--- src/rtl/seg_scan_driver_pkg.sv ---
// Shared definitions for the multiplexed 4-digit seven-segment scan driver:
// glyph table (a..g, active-high, bit 0 = a), register bundle type and width helper.
package seg_scan_driver_pkg;

  typedef struct packed {
    logic [15:0] data;
    logic [3:0]  dp;
    logic [3:0]  blank;
  } frame_t;

  localparam logic [6:0] HEX_GLYPH [16] = '{
    7'h3F, 7'h06, 7'h5B, 7'h4F, 7'h66, 7'h6D, 7'h7D, 7'h07,
    7'h7F, 7'h6F, 7'h77, 7'h7C, 7'h39, 7'h5E, 7'h79, 7'h71
  };

  function automatic int clog2(input int value);
    int width;
    width = 0;
    while ((1 << width) < value) width++;
    return width;
  endfunction

endpackage

--- src/rtl/seg_scan_driver_hex_decode.sv ---
// Combinational hex nibble to seven-segment glyph lookup (a..g, active-high).
module seg_hex_decode
  import seg_scan_driver_pkg::*;
(
  input  logic [3:0] nibble,
  output logic [6:0] glyph
);

  assign glyph = HEX_GLYPH[nibble];

endmodule

--- src/rtl/seg_scan_driver.sv ---
// Four-digit time-multiplexed seven-segment driver with anti-ghost blanking
// and frame-synchronous double-buffered display data.
module seg_scan_driver
  import seg_scan_driver_pkg::*;
#(
  parameter int CLK_HZ       = 50000000,
  parameter int SCAN_HZ      = 1000,
  parameter int BLANK_CYCLES = 64,
  parameter int SEG_ACT_LOW  = 1,
  parameter int DIG_ACT_LOW  = 1
) (
  input  logic        clk,
  input  logic        rst_n,
  input  logic [15:0] data_in,
  input  logic [3:0]  dp_in,
  input  logic [3:0]  blank_in,
  input  logic        load,
  output logic [11:0] seg,
  output logic        frame_done
);

  localparam int PERIOD = CLK_HZ / SCAN_HZ;
  localparam int CW     = (clog2(PERIOD) < 1) ? 1 : clog2(PERIOD);

  localparam logic [CW-1:0] SLOT_LAST = CW'(PERIOD - 1);
  localparam logic [CW-1:0] BLANK_END = CW'(BLANK_CYCLES);
  localparam logic [3:0]    DIG_OFF   = {4{DIG_ACT_LOW != 0}};
  localparam logic [7:0]    SEG_OFF   = {8{SEG_ACT_LOW != 0}};

  if (PERIOD < 1 || BLANK_CYCLES < 0 || BLANK_CYCLES >= PERIOD) begin : g_bad_params
    $error("seg_scan_driver: BLANK_CYCLES must satisfy 0 <= BLANK_CYCLES < CLK_HZ/SCAN_HZ");
  end

  logic [CW-1:0] cnt;
  logic [1:0]    idx;
  frame_t        shadow;
  frame_t        active;
  frame_t        incoming;
  logic          slot_end;
  logic          frame_wrap;
  logic          wrap_q;
  logic [3:0]    nibble;
  logic [6:0]    glyph;
  logic [3:0]    dig_raw;
  logic [7:0]    seg_raw;

  assign incoming   = '{data: data_in, dp: dp_in, blank: blank_in};
  assign slot_end   = (cnt == SLOT_LAST);
  assign frame_wrap = slot_end && (idx == 2'd3);

  always_ff @(posedge clk or negedge rst_n) begin
    if (!rst_n) begin
      cnt <= '0;
      idx <= 2'd0;
    end else if (slot_end) begin
      cnt <= '0;
      idx <= idx + 2'd1;
    end else begin
      cnt <= cnt + 1'b1;
    end
  end

  // A load landing on the wrap edge bypasses the shadow so the new frame shows it at once.
  always_ff @(posedge clk or negedge rst_n) begin
    if (!rst_n) begin
      shadow <= '0;
      active <= '0;
    end else begin
      if (load) shadow <= incoming;
      if (frame_wrap) active <= load ? incoming : shadow;
    end
  end

  assign nibble = active.data[{idx, 2'b00} +: 4];

  seg_hex_decode u_hex_decode (
    .nibble (nibble),
    .glyph  (glyph)
  );

  always_comb begin
    dig_raw = '0;
    seg_raw = '0;
    if (cnt >= BLANK_END) begin
      if (!active.blank[idx]) dig_raw[idx] = 1'b1;
      seg_raw = {active.dp[idx], glyph};
    end
  end

  // frame_done lines up with the first registered output of the new frame.
  always_ff @(posedge clk or negedge rst_n) begin
    if (!rst_n) begin
      seg        <= {DIG_OFF, SEG_OFF};
      wrap_q     <= 1'b0;
      frame_done <= 1'b0;
    end else begin
      seg        <= {dig_raw ^ DIG_OFF, seg_raw ^ SEG_OFF};
      wrap_q     <= frame_wrap;
      frame_done <= wrap_q;
    end
  end

endmodule

--- config.mk ---
export PLATFORM = sky130hd
export DESIGN_NAME = seg_scan_driver
export DESIGN_NICKNAME = d
export VERILOG_FILES = /design/src/rtl/seg_scan_driver_pkg.sv /design/src/rtl/seg_scan_driver_hex_decode.sv /design/src/rtl/seg_scan_driver.sv
export SDC_FILE = /design/constraint.sdc
export NUM_CORES = 1
export LEC_CHECK = 0
export ABC_AREA = 1
export CELL_PAD_IN_SITES_DETAIL_PLACEMENT = 1
export CELL_PAD_IN_SITES_GLOBAL_PLACEMENT = 2
export CORE_UTILIZATION = 34
export DETAILED_ROUTE_END_ITERATION = 12
export HOLD_SLACK_MARGIN = 0.12
export PLACE_DENSITY_LB_ADDON = 0.1
export SLEW_MARGIN = 10
export SYNTH_ARGS = -nofsm -noshare
export SYNTH_HDL_FRONTEND = slang
export SYNTH_SLANG_ARGS = --single-unit
--- constraint.sdc ---
create_clock -name clk -period 2.5 [get_ports clk]
set_clock_uncertainty 0.2 [all_clocks]
set_input_delay 0.5 -clock clk [delete_from_list [all_inputs] [get_ports clk]]
set_output_delay 0.5 -clock clk [all_outputs]
set_load 0.05 [all_outputs]
==> flow_summary_export.csv <==
group,metric,value,unit
synthesis,ys_seq_area_share,51.97,%
pwr,power.density,612.2,nW/µm²
floorplan,die_area,11850,µm²
synthesis,ys_ff_latch,80,
hold_path,whs_endpoint,"frame_done",
placed_design,port_buffers,39,
global_routing,grt_pass1_wl,15470,µm
cts,cts-resized-gates,0,
synthesis,syn_inst,470,
cts,cts_tree,"yes",
drt,drc_errors,0,
sta,fmax,0.4231,GHz
sta,slew_viol_final,0,
global_routing,antenna_found_initial,0,
pwr,p_int,2.289,mW
synthesis,synth_nets,509,
drt,antenna_left,0,
cts,clock_latency,340,ps
drt,detail_route.vias_per_cell,4.638,
drt,drt-total-wl,8810,µm
worst_setup_path,reg2reg_depth,8,
sta,max_slew_margin,66.05,%
cts,cts_hold_buf,1,
hold_path,hold_path.class,"register to register",
floorplan,std_cell_rows,38,
cts,ctsLongestPathBuffers,2,
global_routing,grt_use_total,17.28,%
drt,dr.pass1.iters,4,
sta,fin_crit_sh,94.54,%
worst_setup_path,cp_slowest_cell,"clkdlybuf4s50_1",
flow_run,maxCapViolCount,0,
cts,cts_made_buffers,9,
pwr,ir_worst_vdd,308.9,µV
floorplan,fp.dieW,108.8,µm
pwr,pwr-share-clk,49.2,%
cells_and_area,nets,548,
pwr,pwr-share-seq,46.3,%
pwr,combPwrFrac,4.5,%
cells_and_area,mostFrequentLayoutCells,"nand2_1, dfrtp_1, nand3_1, inv_1, clkdlybuf4s50_1",
synthesis,syn-cell-area,3881,µm²
sta,setup_viol,0,
floorplan,die_h,108.8,µm
drt,routedWlPerCell,13.47,µm
worst_setup_path,timing.rr.end,"seg[5]",
worst_setup_path,crit_type,"register to output port",
sta,final-hold-violation-count,0,
cells_and_area,final_common_cell,"nand2_1",
drt,drt_iter0_drc,98,
floorplan,start_util,35.34,%
worst_setup_path,worstPathRequired,1800,ps
worst_setup_path,crit_buf_inv,1,
cts,root_buffer,"clkbuf_16",
synthesis,avgSynthCellArea,8.258,µm²
cts,cts_sinks,80,
synthesis,ys_warn_count,0,
worst_setup_path,endpoint_kind,"output port",
cts,cts_setup_buffers,0,
floorplan,fp.coreArea,10980,µm²
floorplan,io_pins,40,
sta,setup-tns-final,0,ps
sta,fin_crit,2364,ps
worst_setup_path,path_delay_family,"buffers and inverters",
drt,vias,3033,
worst_setup_path,cp.arrival,1660,ps
sta,rsz0062_at_grt,"no",
run_status,outcome,"finished, final reports clean",
placed_design,place_congestion,0.7481,
cts,cts.clk_slew.worst_paths,60,ps
synthesis,synth_cell_types,26,
placed_design,place_area,4397,µm²
hold_path,min_from,"wrap_q",
pwr,p_leak,2.314,nW
global_routing,grt-ovfl-total,0,
pwr,swShare,20.95,%
hold_path,min_path_cells,0,
worst_setup_path,critical-path-max-stage-delay,800,ps
pwr,switchingPower,0.6066,mW
sta,tightest_slew,507.7,ps
cells_and_area,drive_gt1_share,9.728,%
placed_design,dp_hpwl,6285,µm
worst_setup_path,cp_max_fo,1,
global_routing,grt_pass1_vias,3197,
cts,htreeDepth,3,
worst_setup_path,reg2reg_from,"idx[1]",
cells_and_area,diodes,0,
worst_setup_path,worstSetupStartpointType,"register",
cells_and_area,area_growth,21.86,%
worst_setup_path,r2r_slack,390,ps
cells_and_area,final_cell_area,4730,µm²
global_routing,grt_max_degree,49,
cells_and_area,fillers,1304,
worst_setup_path,path_cells,"clkdlybuf4s50_1",
[power by group through the flow]
| stage | logic [mW] | clock network, mW | registers, mW |
|---|---|---|---|
| 6_report | 0.130 | 1.43 | 1.34 |
| 5_1_grt | 0.152 | 1.53 | 1.34 |
| 4_1_cts | 0.136 | 1.48 | 1.34 |
| 3_5_place_dp | 0.134 | 0 | 1.36 |
| 3_3_place_gp | 0.130 | 0 | 1.36 |
| 2_1_floorplan | 0.0447 | 0 | 1.36 |
[sequential cells by signal, summed over array words and instances (netlist names)]
signal      cells
seg            12
cnt            16
wrap_q          1
active         24
shadow         24
frame_done      1
idx             2
[worst max path at each step]
stage / start / endpoint / slack [ps] / cells after the start
after detailed placement: idx[1] / seg[5] / 370 / 8
after CTS: seg[10] / seg[10] / 110 / 1
final: seg[10] / seg[10] / 140 / 1
after floorplan: idx[0] / seg[5] / 660 / 10
after global routing: seg[8] / seg[8] / 100 / 1
after global placement: idx[1] / seg[5] / 390 / 8
[area by class of cell]
cell class / count / area (µm²) / area share [%]
inverters: 61 / 234.0 / 4.947
clock buffers: 11 / 242.7 / 5.132
well taps: 140 / 175.2 / 3.704
flip-flops and latches: 80 / 2017 / 42.65
multi-input cells: 312 / 1520 / 32.14
repair buffers: 45 / 460.4 / 9.735
clock inverters: 5 / 80.08 / 1.693
[cell families after synthesis]
group / share of synthesized area, %
AO/OA/AOI/OAI: 4.739
XOR/XNOR: 1.805
adder cells (fa/ha/maj): 3.868
buffers and inverters: 8.865
flip-flops: 51.97
AND/OR/NAND/NOR: 28.76
[cells in the mapped netlist (all sizes together)]
cell type / number / area (µm²)
nand2: 145 / 569.3
dfrtp: 68 / 1702
nand3: 65 / 325.3
inv: 60 / 225.2
nor2: 36 / 160.2
o21ai: 32 / 160.2
buf: 12 / 91.33
dfstp: 12 / 315.3
ha: 12 / 150.1
xor2: 7 / 61.31
clkbuf: 5 / 18.77
nand4: 4 / 25.02
nor3: 3 / 15.01
a21oi: 2 / 10.01
nand3b: 2 / 15.01
clkinv: 1 / 8.760
o21bai: 1 / 7.510
o22ai: 1 / 6.260
or2: 1 / 6.260
xnor2: 1 / 8.760
[stage by stage]
stage	utilization (%)	total power, mW	hold slack [ps]	cells	worst slack [ps]
floorplan	-	1.405	4.409	470	658.3
global placement	40.03	1.492	137.9	637	390.7
detailed placement	40.03	1.496	142.7	637	367.2
CTS	43.06	2.956	157.1	654	107.7
global route	43.06	3.021	180.9	654	98.80
finish	43.06	2.896	152.3	654	136.5
[per-layer routing]
layer | vias up | GRT usage (%) | part of all wire [%]
met2 | 35 | 27.85 | 47
li1 | 1541 | - | -
met1 | 1446 | 22.29 | 48
met3 | 11 | 3.766 | 2.5
met5 | - | 0 | 0
met4 | 0 | 7.529 | 1.7
No activity file was read; power rests on OpenSTA's default activity.
